### src/rtl/gcd_controller.sv
// Sequencing FSM for a subtract-and-compare GCD datapath.
// Drives mux selects and load enables, and bounds the iteration count so zero operands end in an error.
//
// state | meaning
// ------+------------------------------------------------------------
// IDLE  | waiting for start; all control outputs low
// LOAD  | datapath captures in1/in2 into A/B
// CALC  | one subtract per cycle until A == B or the iteration cap
// DONE  | one-cycle done pulse; error qualifies an aborted run
module gcd_controller #(
  parameter int CW       = 16,
  parameter int MAX_ITER = 65535
) (
  input  logic          clk,
  input  logic          rst,
  input  logic          start,
  input  logic          a_gt_b,
  input  logic          a_eq_b,
  input  logic          a_lt_b,
  output logic          a_sel,
  output logic          b_sel,
  output logic          a_ld,
  output logic          b_ld,
  output logic          output_en,
  output logic          busy,
  output logic          done,
  output logic          error,
  output logic [CW-1:0] iter_count
);

  typedef enum logic [1:0] {IDLE, LOAD, CALC, DONE} state_t;

  localparam logic [CW-1:0] MAX_CNT = CW'(MAX_ITER);

  state_t        state, state_nx;
  logic [CW-1:0] cnt, cnt_nx;
  logic          err_q, err_nx;

  always_ff @(posedge clk or posedge rst) begin
    if (rst) begin
      state <= IDLE;
      cnt   <= '0;
      err_q <= 1'b0;
    end else begin
      state <= state_nx;
      cnt   <= cnt_nx;
      err_q <= err_nx;
    end
  end

  always_comb begin
    state_nx  = state;
    cnt_nx    = cnt;
    err_nx    = err_q;
    a_sel     = 1'b0;
    b_sel     = 1'b0;
    a_ld      = 1'b0;
    b_ld      = 1'b0;
    output_en = 1'b0;
    case (state)
      IDLE: begin
        if (start) begin
          state_nx = LOAD;
          cnt_nx   = '0;
          err_nx   = 1'b0;
        end
      end
      LOAD: begin
        a_sel    = 1'b1;
        b_sel    = 1'b1;
        a_ld     = 1'b1;
        b_ld     = 1'b1;
        state_nx = CALC;
      end
      CALC: begin
        // Equality wins over the cap; no valid flag at all is treated as an abort.
        if (a_eq_b) begin
          output_en = 1'b1;
          err_nx    = 1'b0;
          state_nx  = DONE;
        end else if (cnt == MAX_CNT || !(a_gt_b || a_lt_b)) begin
          err_nx   = 1'b1;
          state_nx = DONE;
        end else if (a_gt_b) begin
          a_ld   = 1'b1;
          cnt_nx = cnt + CW'(1);
        end else begin
          b_ld   = 1'b1;
          cnt_nx = cnt + CW'(1);
        end
      end
      DONE: begin
        state_nx = IDLE;
      end
      default: begin
        state_nx = IDLE;
      end
    endcase
  end

  assign busy       = (state != IDLE);
  assign done       = (state == DONE);
  assign error      = (state == DONE) && err_q;
  assign iter_count = cnt;

endmodule

### config.mk
export PLATFORM = sky130hd
export DESIGN_NAME = gcd_controller
export DESIGN_NICKNAME = d
export VERILOG_FILES = /design/src/rtl/gcd_controller.sv
export SDC_FILE = /design/constraint.sdc
export NUM_CORES = 1
export LEC_CHECK = 0
export CORE_UTILIZATION = 54
export CTS_CLUSTER_DIAMETER = 30
export CTS_CLUSTER_SIZE = 14
export DETAILED_ROUTE_END_ITERATION = 16
export PLACE_DENSITY = 0.8
export SLEW_MARGIN = 15
export SYNTH_ARGS = -nofsm -noshare
export SYNTH_HDL_FRONTEND = slang
export SYNTH_SLANG_ARGS = --single-unit
### constraint.sdc
create_clock -name clk -period 5.99 [get_ports clk]
set_clock_uncertainty 0.1 [all_clocks]
set_input_delay 1.198 -clock clk [delete_from_list [all_inputs] [get_ports clk]]
set_output_delay 1.198 -clock clk [all_outputs]
set_load 0.05 [all_outputs]
==> results of run 1 <==
[critical path, delay by kind of cell]
| family | cells | cell delay [ps] |
|---|---|---|
| AO/OA/AOI/OAI | 1 | 150 |
| buffers and inverters | 2 | 1240 |
| AND/OR/NAND/NOR | 2 | 600 |
[final timing paths]
path                                                   end                       from  cells past startpoint  slack [ps]
worst max-delay path                                  b_ld                     a_eq_b                      5        1510
worst min-delay path             iter_count[8]$_DFFE_PP0P_  iter_count[8]$_DFFE_PP0P_                      1         460
worst max register to register   iter_count[3]$_DFFE_PP0P_       state[0]$_DFFE_PP0P_                      6        3430
worst min register to register   iter_count[8]$_DFFE_PP0P_  iter_count[8]$_DFFE_PP0P_                      1         460
max in group asynchronous       iter_count[12]$_DFFE_PP0P_                        rst                      2        4120
min in group asynchronous        iter_count[4]$_DFFE_PP0P_                        rst                      2        1190
[routing by layer]
layer / vias up / share of wire / track usage
li1: 697 / - / -
met1: 725 / 0.42 / 0.423
met2: 89 / 0.47 / 0.483
met3: 12 / 0.092 / 0.0891
met4: 0 / 0.020 / 0.162
met5: - / 0 / 0
[logic make-up (layout without fill, tap and decap cells)]
logic type / count (synthesis) / in the layout / synth area share
AOI/OAI and AO/OA: 45 / 45 / 0.235
adders and majority gates: 5 / 5 / 0.0442
buffers and inverters: 15 / 42 / 0.0451
DFF: 19 / 19 / 0.336
muxes: 1 / 1 / 0.0106
and+or+nand+nor: 82 / 82 / 0.329
[stage by stage]
step	setup slack, ps	hold slack (ps)
floorplan	2450	434
CTS	1500	454
global route	1420	469
finish	1510	457
global placement	1530	412
detailed placement	1490	438
[sequential cells by signal, indices dropped and copies added, names as in the netlist]
name and flops:
err_q 1, state 2, iter_count 16
[final cells by class]
class	instances	area, um^2
Timing Repair Buffer	30	298
Sequential cell	19	475
Inverter	8	30.0
Fill cell	213	734
Multi-Input combinational cell	133	875
Tap cell	30	37.5
Clock inverter	1	5.00
Clock buffer	3	22.5
[where the power goes]
part           switching (mW)  internal, mW  leakage (nW)  total, mW
logic                   0.327         0.169         0.387      0.497
clock network          0.0455        0.0250        0.0177     0.0705
registers              0.0400         0.155         0.259      0.195
total                   0.413         0.349         0.664      0.762
[cells in the mapped netlist (2+ instances only)]
cell type | count | area share
a21o_1 | 2 | 0.011
a21oi_1 | 5 | 0.018
a2bb2oi_1 | 2 | 0.012
a31oi_1 | 9 | 0.040
and2_1 | 3 | 0.013
and3_1 | 3 | 0.013
and4_1 | 2 | 0.012
buf_2 | 3 | 0.011
clkbuf_1 | 3 | 0.0080
dfrtp_1 | 19 | 0.34
ha_1 | 5 | 0.044
inv_1 | 8 | 0.021
nand2_1 | 23 | 0.061
nand2b_1 | 2 | 0.0088
nand3_1 | 7 | 0.025
nand3_2 | 2 | 0.014
nand4_1 | 7 | 0.031
nor2_1 | 7 | 0.019
nor2b_1 | 3 | 0.013
nor3_1 | 7 | 0.025
nor4_1 | 9 | 0.040
o211ai_1 | 3 | 0.016
o21ai_0 | 3 | 0.011
o22a_1 | 3 | 0.019
o31a_1 | 5 | 0.031
o31ai_1 | 2 | 0.011
[cell usage in the layout (no fill, tap or decap), types with 3 or more instances in the layout]
cell and n:
inv_1 8, o31a_1 5, dfrtp_1 19, nand2_1 23, o22a_1 3, o211ai_1 3, o21ai_0 3, nor3_1 7
clkdlybuf4s50_1 29, nor2b_1 3, ha_1 5, and3_1 3, clkbuf_4 3, nand3_1 7, a31oi_1 9, and2_1 3
a21oi_1 5, nand4_1 7, nor4_1 9, nor2_1 7
==> flow_summary.toml, run 1 <==
[synth]
synth-seq-cells = 19
synth_nets = 178
yosysWarnings = 0
syn_area_um2 = 1410
synth_cells = 167
synth-edff-count = 0
async_flop_share = 1.00
synth.distinct_cells = 46
postSynthAreaPerCell_um2 = 8.47
synthFlopType = "dfrtp_1"
yosysSeqAreaShare = 0.336

[die]
io_pins = 30
die_w_um = 53.2
start_util = 0.571
row_count = 18
dieArea_um2 = 2830
die_height_um = 53.2
fp.coreArea_um2 = 2480

[setup_path]
cpMostUsedCell = "clkdlybuf4s50_1"
cp-end-kind = "primary output"
cp-start-kind = "input port"
crit_required_ps = 4690
crit_type = "input port to primary output"
cpPeakStageDelay_ps = 790
slowest_stage = "clkdlybuf4s50_1"
critPathMaxFanout = 5
cp_data_arrival_time_ps = 3180
worstPathCellList = "clkdlybuf4s50_1, nand2b_1, nor4b_1, o21a_1, clkdlybuf4s50_1"

[cts]
clk_pin_slew_worst_paths_ps = 130
cts_setup_buffers = 0
numCtsBuffers = 3
cts-root-buf = "clkbuf_4"
clockBufferDepth = 2
cts_resized = 0
tritoncts = "yes"
htreeDepth = 1
cts_num_sinks = 19
clk_latency_ps = 320
hold_buffers = 0

[timing]
period_needed_ps = 4480
slew-limit-headroom = 0.506
slew_violations = 0
rsz0062_at_grt = "false"
finalSetupViolations = 0
max_slew.worst_pin.slew_ps = 741
finalSetupTns_ps = 0
period_share = 0.748
hold_viol = 0
max_freq_mhz = 223

[worst_hold_path]
hold_class = "flop to flop"

[routing]
drtIter0Drc = 59
drcViolationCount = 0
final_antenna_net_count = 0
viasPerCell = 6.80
dr.pass1.iters = 4
wl_per_cell_um = 17.5
dr_total_vias = 1523
wirelength_um = 3930

[final_layout]
antenna_cells = 0
final_nets = 206
utilization = 0.704
area.growth.synth_to_final_pct = 23.3
layout-drive-gt1-share = 0.0722
final_cells = 224
final_area_um2 = 1740

[placed_design]
post_dp_cell_area_um2 = 1720
portBuffers = 29
dp_hpwl_um = 2790
gp_congestion = 0.939
dp_cells = 220

[power_and_ir_drop]
p_leak_nw = 0.664
vdd_drop_max_mv = 0.435
finalPower_uw = 762
power_density_nw_per_um2 = 437

[global_route]
grt_max_degree = 21
grt_usage = 0.323
first_global_vias = 1413
grt_pass1_wl_um = 6580
globalRouteOverflowTotal = 0
antenna_found_initial = 0

[outcome]
status = "finished clean"

[job]
cap_violations = 0
No activity file was read; power rests on OpenSTA's default activity.
==> inputs of run 2 (changes only) <==
--- a/config.mk
+++ b/config.mk
@@ -5,11 +5,11 @@
 export SDC_FILE = /design/constraint.sdc
 export NUM_CORES = 1
 export LEC_CHECK = 0
-export CORE_UTILIZATION = 54
+export CORE_UTILIZATION = 46
 export CTS_CLUSTER_DIAMETER = 30
 export CTS_CLUSTER_SIZE = 14
 export DETAILED_ROUTE_END_ITERATION = 16
-export PLACE_DENSITY = 0.8
+export PLACE_DENSITY = 0.72
 export SLEW_MARGIN = 15
 export SYNTH_ARGS = -nofsm -noshare
 export SYNTH_HDL_FRONTEND = slang
==> constraint.sdc (replaced) <==
create_clock -name clk -period 3.81 [get_ports clk]
set_clock_uncertainty 0.1 [all_clocks]
set_input_delay 0.762 -clock clk [delete_from_list [all_inputs] [get_ports clk]]
set_output_delay 0.762 -clock clk [all_outputs]
set_load 0.05 [all_outputs]
==> run 2 against run 1 <==
Effect of this change: the run now ends with design-rule violations left; critical endpoint is now a_ld; global-route usage decreased by 7.5 points; sequential share of layout area down 0.19 points; design area up 0.72%; register-to-register slack got worse by 1900 ps; wire length is 4.1% lower; utilization shrank 8.3 points; highest routed layer unchanged.
==> flow_summary.toml, run 2 (synthesis results as in run 1) <==
[routing]
dr.pass1.iters = 12
drtIter0Drc = 79
final_antenna_net_count = 0
viasPerCell = 6.37
wl_per_cell_um = 16.6
drcViolationCount = 1
dr_total_vias = 1445
wirelength_um = 3770

[cts]
clk_latency_ps = 300
tritoncts = "yes"
clockBufferDepth = 2
cts_setup_buffers = 0
hold_buffers = 0
cts_num_sinks = 19
clk_pin_slew_worst_paths_ps = 110
numCtsBuffers = 3
cts-root-buf = "clkbuf_4"
htreeDepth = 1
cts_resized = 0

[power_and_ir_drop]
vdd_drop_max_mv = 0.519
power_frac_comb = 0.655
clockPowerShare = 0.087
swShare = 0.535
internal_power_uw = 552
finalPower_mw = 1.19
p_seq_frac = 0.258
power_density_nw_per_um2 = 676
p_leak_nw = 0.672
switching_power_uw = 635

[timing]
finalSetupTns_ps = 0
max_slew.worst_pin.slew_ps = 722
finalSetupViolations = 0
hold_slack_ps = 440
period_needed_ps = 3700
period_share = 0.972
slew_violations = 0
slew-limit-headroom = 0.518
rsz0062_at_grt = "false"
max_freq_mhz = 270
hold_viol = 0

[outcome]
status = "finished with violations"
violations = "design-rule violations"

[die]
start_util = 0.500
row_count = 19
dieArea_um2 = 3300
die_w_um = 57.4
die_height_um = 57.4
fp.coreArea_um2 = 2830
io_pins = 30

[final_layout]
final_nets = 208
nFillCells = 258
mostFrequentLayoutCells = "28 x clkdlybuf4s50_1, 23 x nand2_1, 19 x dfrtp_1"
largest_register_ffs = 16
antenna_cells = 0
final_common_cell = "clkdlybuf4s50_1"
utilization = 0.621
area.growth.synth_to_final_pct = 24.2
layout-drive-gt1-share = 0.0816

[global_route]
grt_max_degree = 20
grt_usage = 0.248
grt_pass1_wl_um = 6380
globalRouteOverflowTotal = 0
first_global_vias = 1349
antenna_found_initial = 0

[setup_path]
cp-start-kind = "flop"
cp_data_arrival_time_ps = 2840
crit_type = "flop to primary output"
cp-end-kind = "primary output"
critPathMaxFanout = 8
reg2reg_depth = 7
crit_required_ps = 2950

[worst_hold_path]
hold_class = "flop to flop"
holdPathStages = 1

[placed_design]
portBuffers = 29
gp_congestion = 0.889
dp_hpwl_um = 2760

[job]
cap_violations = 0
==> run 2: cell types whose count changed in the layout (fill, tap and decap cells not counted), sizes merged <==
cell           before  now
buf                 1    4
clkbuf              3    4
clkdlybuf4s50      29   28
clkinv              1    0
==> run 2: through the flow <==
stage / setup WS (ps) / instances / area (um^2)
4_1_cts: 115 / 227 / 1760
6_report: 106 / 227 / 1760
3_5_place_dp: 395 / 223 / 1730
2_1_floorplan: 819 / 167 / 1410
3_3_place_gp: 429 / 223 / 1730
5_1_grt: 27.9 / 227 / 1760
==> run 2: area by class of cell <==
| cell class | instances | area (um^2) | share of cell area |
|---|---|---|---|
| clock buffer | 4 | 26.3 | 0.0150 |
| inverter | 8 | 30.0 | 0.0171 |
| multi-input combinational | 133 | 875 | 0.498 |
| sequential | 19 | 475 | 0.271 |
| tap | 31 | 38.8 | 0.0221 |
| timing repair buffer | 32 | 310 | 0.177 |
==> run 2: power by group through the flow <==
stage	logic, mW	clock network [mW]	registers, mW
2_1_floorplan	0.464	0	0.391
3_3_place_gp	0.768	0	0.304
3_5_place_dp	0.776	0	0.309
4_1_cts	0.781	0.107	0.305
5_1_grt	0.837	0.114	0.315
6_report	0.778	0.104	0.306
==> run 2: path summary, 6_finish.rpt <==
path                                           start                         to  slack (ps)
max in group asynchronous                        rst  iter_count[9]$_DFFE_PP0P_        2390
min in group asynchronous                        rst  iter_count[3]$_DFFE_PP0P_         770
hold reg to reg            iter_count[8]$_DFFE_PP0P_  iter_count[8]$_DFFE_PP0P_         440
hold / removal             iter_count[8]$_DFFE_PP0P_  iter_count[8]$_DFFE_PP0P_         440
setup / recovery           iter_count[0]$_DFFE_PP0P_                       a_ld         110
setup reg to reg                state[0]$_DFFE_PP0P_  iter_count[3]$_DFFE_PP0P_        1520
==> run 2: per-layer routing <==
| layer | share of wire | up-vias | track usage | wire (um) |
|---|---|---|---|---|
| met4 | 0.0085 | 0 | 0.0906 | 32 |
| met3 | 0.046 | 4 | 0.0249 | 172 |
| met1 | 0.49 | 683 | 0.373 | 1860 |
| met2 | 0.45 | 51 | 0.367 | 1710 |
| li1 | - | 707 | - | - |
| met5 | 0 | - | 0 | 0 |
==> run 2: critical path, cell delays in order (launching register included) <==
cell and delay, ps:
dfrtp_1 480, ha_1 360, nand4_1 210, or4_4 550, a31oi_1 180, nor2b_1 60
clkdlybuf4s50_1 700
==> inputs of run 3 (changes only) <==
--- a/config.mk
+++ b/config.mk
@@ -5,6 +5,7 @@
 export SDC_FILE = /design/constraint.sdc
 export NUM_CORES = 1
 export LEC_CHECK = 0
+export CORE_MARGIN = 1.5
 export CORE_UTILIZATION = 46
 export CTS_CLUSTER_DIAMETER = 30
 export CTS_CLUSTER_SIZE = 14
==> run 3 against run 2 <==
Effect of this change: the run now ends clean; via count increased by 2.6%; worst hold slack improved by 16 ps; design area up 0.14%; sequential share of layout area about the same; critical path depth unchanged; utilization rose by 0.088 points; clock power increased by 5%; final cell count unchanged; total power rose by 0.61%; maximum frequency rose by 11%; combinational power about the same; largest cell class unchanged.
==> flow_summary.toml, run 3 (synthesis results as in run 1) <==
[setup_path]
cp-end-kind = "primary output"
reg2reg_depth = 7
cp_data_arrival_time_ps = 2480
critPathMaxFanout = 8
crit_required_ps = 2950
crit_type = "flop to primary output"
cp-start-kind = "flop"

[timing]
setup_slack_ps = 465
slew-limit-headroom = 0.504
max_slew.worst_pin.slew_ps = 744
rsz0062_at_grt = "false"
period_share = 0.878
max_freq_mhz = 299
finalSetupTns_ps = 0
finalSetupViolations = 0
hold_slack_ps = 456
slew_violations = 0
period_needed_ps = 3340
hold_viol = 0

[placed_design]
gp_congestion = 0.842
dp_hpwl_um = 2780
portBuffers = 29
post_dp_cell_area_um2 = 1730
place_ws_ps = 381

[final_layout]
multiInputGateArea_um2 = 875
final_common_cell = "clkdlybuf4s50_1"
final_nets = 208
layout-drive-gt1-share = 0.0816
final_area_um2 = 1760
nFillCells = 250
mostFrequentLayoutCells = "27 x clkdlybuf4s50_1, 23 x nand2_1, 19 x dfrtp_1"
utilization = 0.621
area.growth.synth_to_final_pct = 24.3
antenna_cells = 0
seqCellArea_um2 = 475
largest_register_ffs = 16

[cts]
numCtsBuffers = 3
clockBufferDepth = 2
clk_latency_ps = 320
cts_setup_buffers = 0
cts_num_sinks = 19
htreeDepth = 1
clk_pin_slew_worst_paths_ps = 130
tritoncts = "yes"
cts-root-buf = "clkbuf_4"

[job]
cap_violations = 0

[die]
io_pins = 30
die_w_um = 58.4
start_util = 0.500
die_height_um = 58.4
dieArea_um2 = 3420
fp.coreArea_um2 = 2830
row_count = 19

[global_route]
grt_pass1_wl_um = 6470
globalRouteOverflowTotal = 0
first_global_vias = 1346
grt_usage = 0.248
grt_max_degree = 20
antenna_found_initial = 0

[routing]
drtIter0Drc = 84
dr_total_vias = 1482
dr.pass1.iters = 4
viasPerCell = 6.53
wirelength_um = 3920
drcViolationCount = 0
final_antenna_net_count = 0
wl_per_cell_um = 17.3

[power_and_ir_drop]
vdd_drop_max_mv = 0.539
p_leak_nw = 0.688
power_density_nw_per_um2 = 680

[worst_hold_path]
hold_class = "flop to flop"
holdPathStages = 1

[outcome]
status = "finished clean"
## run 3: cell types whose count changed in the layout (fill, tap and decap cells not counted)
| cell | delta |
|---|---|
| clkdlybuf4s50_1 | -1 |
| dlymetal6s2s_1 | +1 |
## run 3: report_power, final
| group | switching, mW | internal (mW) | total (mW) | leakage [nW] |
|---|---|---|---|---|
| Combinational | 0.511 | 0.267 | 0.778 | 0.414 |
| Clock | 0.0676 | 0.0410 | 0.109 | 0.0150 |
| Sequential | 0.0645 | 0.243 | 0.308 | 0.259 |
| Total | 0.643 | 0.551 | 1.19 | 0.688 |
## run 3: through the flow
step	power [mW]	std cells
floorplan	0.855	167
global placement	1.07	223
detailed placement	1.08	223
CTS	1.19	227
global route	1.26	227
finish	1.19	227
## run 3: layout make-up
cell class / instances / area share
Tap cell: 31 / 0.0221
Timing Repair Buffer: 32 / 0.178
Inverter: 8 / 0.0171
Sequential cell: 19 / 0.270
Clock buffer: 4 / 0.0149
Multi-Input combinational cell: 133 / 0.498
## run 3: timing repair
action / in CTS / in global routing
gates resized for setup: 0 / 1
setup endpoints to repair: 0 / 1
hold buffers: 0 / 0
## run 3: final timing paths
| path | from | end | slack (ps) |
|---|---|---|---|
| max | iter_count[0]$_DFFE_PP0P_ | a_ld | 470 |
| min | iter_count[8]$_DFFE_PP0P_ | iter_count[8]$_DFFE_PP0P_ | 460 |
| max reg2reg | state[0]$_DFFE_PP0P_ | iter_count[3]$_DFFE_PP0P_ | 1510 |
| min reg2reg | iter_count[8]$_DFFE_PP0P_ | iter_count[8]$_DFFE_PP0P_ | 460 |
| max in group asynchronous | rst | iter_count[10]$_DFFE_PP0P_ | 2360 |
| min in group asynchronous | rst | iter_count[15]$_DFFE_PP0P_ | 750 |
## run 3: per-layer routing
| metal | up-vias | track usage | part of all wire |
|---|---|---|---|
| met3 | 7 | 0.0505 | 0.085 |
| met1 | 700 | 0.343 | 0.45 |
| li1 | 708 | - | - |
| met5 | - | 0 | 0 |
| met4 | 0 | 0.0997 | 0.014 |
| met2 | 67 | 0.379 | 0.45 |
## run 3: worst max-delay path: stages (launching register included)
cell and delay (ps):
dfrtp_1 500, ha_1 360, nand4_1 210, or4_4 550
a31oi_1 190, nor2b_1 60, dlymetal6s2s_1 300
